$ cat src/rtl/mem_access_unit.sv
// Multi-cycle load/store initiator between execute stage and word-indexed data RAM.
// Optional build macro MISALIGN_TRAP_EN enables alignment/range faults with resp_err.
module mem_access_unit #(
    parameter int RAM_WORDS = 128
) (
    input  logic        clk,
    input  logic        rst,
    input  logic        req_valid,
    output logic        req_ready,
    input  logic        req_we,
    input  logic [1:0]  req_size,
    input  logic        req_unsigned,
    input  logic [31:0] req_addr,
    input  logic [31:0] req_wdata,
    output logic        resp_valid,
    output logic [31:0] resp_rdata,
    output logic        resp_err,
    output logic [31:0] ram_addr,
    output logic [31:0] write_ram_data,
    output logic [1:0]  write_ram_flag,
    output logic [2:0]  read_ram_flag,
    input  logic [31:0] ram_out
);
    localparam logic [1:0] S_IDLE = 2'd0;
    localparam logic [1:0] S_RD   = 2'd1;
    localparam logic [1:0] S_WR   = 2'd2;
    localparam logic [1:0] S_RESP = 2'd3;

    logic [1:0]  state_q, state_d;
    logic        we_q, we_d;
    logic [1:0]  size_q, size_d;
    logic        uns_q, uns_d;
    logic        err_q, err_d;
    logic [31:0] addr_q, addr_d;
    logic [31:0] wdata_q, wdata_d;
    logic [31:0] word_q, word_d;
    logic        accept;
    logic        fault;

    // Replace the addressed lanes of the captured word; size 1x is a whole-word store.
    function automatic logic [31:0] merge_store(input logic [31:0] word, input logic [31:0] wd,
                                                input logic [1:0] size, input logic [1:0] off);
        logic [31:0] r;
        r = word;
        case (size)
            2'b00:   r[8*off +: 8]     = wd[7:0];
            2'b01:   r[16*off[1] +: 16] = wd[15:0];
            default: r = wd;
        endcase
        return r;
    endfunction

    function automatic logic [31:0] extract_load(input logic [31:0] word, input logic [1:0] size,
                                                 input logic uns, input logic [1:0] off);
        logic [7:0]  b;
        logic [15:0] h;
        logic [31:0] r;
        b = word[8*off +: 8];
        h = word[16*off[1] +: 16];
        case (size)
            2'b00:   r = uns ? {24'd0, b} : {{24{b[7]}}, b};
            2'b01:   r = uns ? {16'd0, h} : {{16{h[15]}}, h};
            default: r = word;
        endcase
        return r;
    endfunction

`ifdef MISALIGN_TRAP_EN
    localparam logic [29:0] RAM_WORDS_W = 30'(RAM_WORDS);
    assign fault = (req_size == 2'b01 && req_addr[0])
                || (req_size == 2'b10 && req_addr[1:0] != 2'b00)
                || (req_size == 2'b11)
                || (req_addr[31:2] >= RAM_WORDS_W);
`else
    logic unused_ram_words;
    assign unused_ram_words = (RAM_WORDS != 0);
    assign fault = 1'b0;
`endif

    assign accept = (state_q == S_IDLE) && req_valid;

    always_comb begin
        state_d = state_q;
        we_d    = accept ? req_we       : we_q;
        size_d  = accept ? req_size     : size_q;
        uns_d   = accept ? req_unsigned : uns_q;
        err_d   = accept ? fault        : err_q;
        addr_d  = accept ? req_addr     : addr_q;
        wdata_d = accept ? req_wdata    : wdata_q;
        word_d  = (state_q == S_RD) ? ram_out : word_q;
        case (state_q)
            S_IDLE: if (req_valid) begin
                if (fault)                      state_d = S_RESP;
                else if (req_we && req_size[1]) state_d = S_WR;
                else                            state_d = S_RD;
            end
            S_RD:    state_d = we_q ? S_WR : S_RESP;
            S_WR:    state_d = S_RESP;
            default: state_d = S_IDLE;
        endcase
    end

    always_ff @(posedge clk) begin
        if (!rst) state_q <= S_IDLE;
        else      state_q <= state_d;
    end

    always_ff @(posedge clk) begin
        we_q    <= we_d;
        size_q  <= size_d;
        uns_q   <= uns_d;
        err_q   <= err_d;
        addr_q  <= addr_d;
        wdata_q <= wdata_d;
        word_q  <= word_d;
    end

    // All outputs decode from the registered state so reset leaves them quiet.
    always_comb begin
        req_ready      = (state_q == S_IDLE);
        resp_valid     = (state_q == S_RESP);
        resp_err       = (state_q == S_RESP) && err_q;
        resp_rdata     = 32'd0;
        if (state_q == S_RESP && !we_q && !err_q)
            resp_rdata = extract_load(word_q, size_q, uns_q, addr_q[1:0]);
        read_ram_flag  = (state_q == S_RD) ? 3'b001 : 3'b000;
        write_ram_flag = (state_q == S_WR) ? 2'b01 : 2'b00;
        ram_addr       = (state_q == S_RD || state_q == S_WR) ? {2'b00, addr_q[31:2]} : 32'd0;
        write_ram_data = (state_q == S_WR) ? merge_store(word_q, wdata_q, size_q, addr_q[1:0]) : 32'd0;
    end
endmodule
$ cat config.mk
export PLATFORM = sky130hd
export DESIGN_NAME = mem_access_unit
export DESIGN_NICKNAME = d
export VERILOG_FILES = /design/src/rtl/mem_access_unit.sv
export SDC_FILE = /design/constraint.sdc
export NUM_CORES = 1
export LEC_CHECK = 0
export ABC_AREA = 1
export BUFFER_PORTS_ARGS = -buffer_cell sky130_fd_sc_hd__buf_2
export CAP_MARGIN = 15
export CORE_MARGIN = 2
export CORE_UTILIZATION = 37
export CTS_BUF_LIST = sky130_fd_sc_hd__clkbuf_4
export DETAILED_ROUTE_END_ITERATION = 10
export PLACE_DENSITY = 0.7
export REMOVE_ABC_BUFFERS = 1
export SLEW_MARGIN = 20
export SYNTH_ARGS = -nofsm -noshare
export SYNTH_HDL_FRONTEND = slang
export SYNTH_SLANG_ARGS = --single-unit
export TNS_END_PERCENT = 5
$ cat constraint.sdc
create_clock -name clk -period 3.4 [get_ports clk]
set_input_delay 0 -clock clk [delete_from_list [all_inputs] [get_ports clk]]
set_output_delay 0 -clock clk [all_outputs]
set_load 0.02 [all_outputs]
==> run metrics <==
Worst Hold Class=input pin to flop; DR vias/cell=about 4.9; input/output buffers=200; die width=between 100 and 150 um; met1 Use GR=29.8%; share of the synthesized area in the top cell type=between 50 and 60%; Placed Area=between 6000 and 7000 um2; endpoint class of the critical path=primary output; top post-synthesis cells by area=edfxtp_1 50%, nand2_1 9.6%, a21oi_1 7.5%; Max Cap Viol=0; DRT antenna net count=0; Max stage delay cell, worst path=edfxtp_1; WHS Path Cells=2; synthesized area per cell=just under 9 um2; flops & latches, synth=around 100; outcome=finished, final reports clean; drc violations=0; Seq pwr share=about two fifths; CP Launch Type=flop; final number of setup-violating endpoints=0; most common cell in the netlist=nand2_1; share of layout cells above drive strength 1=25.8%; R2R Setup Slk=about 1.3 ns; setup TNS=0 ns; post-route cell area=8170 um2; area leader, netlist=edfxtp_1; Worst Hold End=addr_q[7]; final period utilization=80.0%; Num CTS Buffers=9; vias=around 5800; vias in the first global route=~5600; Die Area=around 17000 um2; power density over the cells=654 nW/um2; number of DRC markers in iteration 0=approximately 380; worst-margin pin slew=roughly 0.9 ns; TritonRoute pass-1 iters=7; prevailing post-synth register cell=edfxtp_1; hpwl dp=13400 um; Ys Warns=0; remaining global-route overflow=0; synthesized area=between 5000 and 6000 um2; sw frac=between 40% and 50%; met3 Usage GRT=under 10%; Gate Count Post-Synth=between 600 and 700; RSZ-0062 raised after global routing=no; ys async rst share=0%; Reg2Reg Launch Point=state_q[0]; Synth top cells by count=153 x nand2_1, 100 x edfxtp_1, 89 x a21oi_1; hold path start=req_addr[7]; initial antenna violation count=2; nets@finish=1072; register clock-pin slew on the reported worst setup and hold paths=0.19 ns; CP Class=flop to primary output; Max Root-Sink Buffers=2; row cnt=46; Peak VDD IR=between 0.9 and 1 mV; core area=about 16000 um2; Buffers & Inverters on Critical Path=2; Max Slew Vio Count=0; Sink Count=~100; Chip Height=approximately 130 um; largest net degree at the start of global routing=46; Worst Path Required=3.40 ns; Layout area overhead=36.8%; global route hottest layer=met2; P_leak=0.00379 uW; critical path's top delay family=simple AND/OR/NAND/NOR gates; H-tree Lvls=3; CTS tree=yes; reg-to-reg endpoint=state_q[0]; Internal=between 2000 and 3000 uW; crit-path cells=inv_6, ha_1, nor2_2, nand3_1, o211ai_1, o21ai_0, nor2_1, buf_2; Final min period=~2.7 ns; worst reg2reg path depth=7; post-synthesis cell type count=32; Final Util=51.6%; Rel. slew slack=about two fifths; GR Util All Layers=between 20 and 25%; wire length per cell=approximately 17 um; slowest stage delay, CP=~0.48 ns; worst-skew pair later-pin latency=about 0.52 ns; WP data arrival=~2.7 ns; routed wire length=~20000 um; Clock Skew=about 0.035 ns; Starting Density=between 30% and 40%; post-route insts no fill=roughly 1200; number of synthesized flops with an enable pin=100; Final Hold Fails=0; Final Wtd Congestion=around 0.94; Ports=slightly above 200; number of placed instances, taps included=1062; sequential-to-total area share from yosys stat=51.0%; clock root buffer=clkbuf_4; Filler cells=around 1500; Comb power frac=between 40% and 50%; met2 Usage GRT=between 30% and 40%; clock share of power=between 10% and 20%; Post-CTS Repair Setup Buffers=0; Net Switching=between 2000 and 3000 uW; fmax=0.368 GHz; first-pass GRT wire length=roughly 30000 um; largest fanout on the critical path=28
power groups by stage:
stage	sequential, uW	clock (uW)	combinational [uW]
finish	2060	636	2640
global route	2090	695	2920
CTS	2060	655	2610
detailed placement	2080	0	2500
global placement	2080	0	2490
floorplan	2030	0	1630
state kept, by name, summed over array words and instances (netlist names):
name / flops
state_q: 2
size_q: 2
wdata_q: 32
we_q: 1
uns_q: 1
word_q: 32
addr_q: 32
kinds of logic (layout without fill, tap and decap cells):
logic type      Yosys count  count (layout)  synth area share, %
other cells               1               7               0.0628
flops                   102             102                 51.0
simple gates            228             228                 16.5
compound gates          219             219                 20.3
fa+ha+maj                 9               9                 1.89
buf+inv                 125             401                 10.3
worst register-to-register path, stage by stage, from the launching register on:
cell,delay (ns)
dfxtp_1,0.43
inv_1,0.08
ha_1,0.34
inv_2,0.39
nand3_1,0.13
nand2_1,0.08
a21oi_1,0.06
dlygate4sd3_1,0.56
worst max-delay path by stage:
stage	depth (start not counted)	slack (ns)	startpoint	endpoint
finish	8	0.68	addr_q[1]	write_ram_data[7]
global route	8	0.49	addr_q[1]	write_ram_data[7]
CTS	8	0.67	addr_q[1]	write_ram_data[7]
detailed placement	8	1.26	addr_q[1]	write_ram_data[7]
global placement	8	1.27	addr_q[1]	write_ram_data[7]
floorplan	4	0.86	state_q[0]	addr_q[0]
layout make-up:
cell class	count	area, um2	area share (%)
Multi-Input combinational cell	462	2330	28.5
Antenna cell	1	2.50	0.0306
Sequential cell	102	3040	37.3
Timing Repair Buffer	308	2080	25.5
Tap cell	216	270	3.31
Clock inverter	6	62.6	0.766
Clock buffer	10	75.1	0.919
Inverter	77	299	3.66
per-stage QoR:
stage,hold WS [ns],setup WS [ns],total power (uW)
CTS,0.141,0.669,5320
detailed placement,0.178,1.26,4580
global route,0.141,0.485,5710
finish,0.163,0.680,5340
global placement,0.176,1.27,4570
floorplan,0.0989,0.864,3660
what timing repair did:
item	4_1_cts	5_1_grt
gates resized for setup	0	0
hold endpoints to repair	102	0
hold buffers	103	0
endpoints found under the setup margin	0	0
placed cells by master (no fill, tap or decap), drive strengths merged:
cell type	n
a21boi	9
inv	81
clkinv	2
a21oi	99
o21ai	94
clkbuf	10
nand2	156
nand3	28
ha	9
conb	6
dfxtp	2
o211ai	13
diode	1
nand4	1
buf	205
edfxtp	100
a22oi	4
nor2	43
dlygate4sd3	103
routing by layer:
metal	vias to the layer above	wire length, um
li1	2861	-
met4	0	353
met3	22	1540
met1	2674	8380
met5	-	0
met2	282	9590
Power figures use the tool's default switching activity.
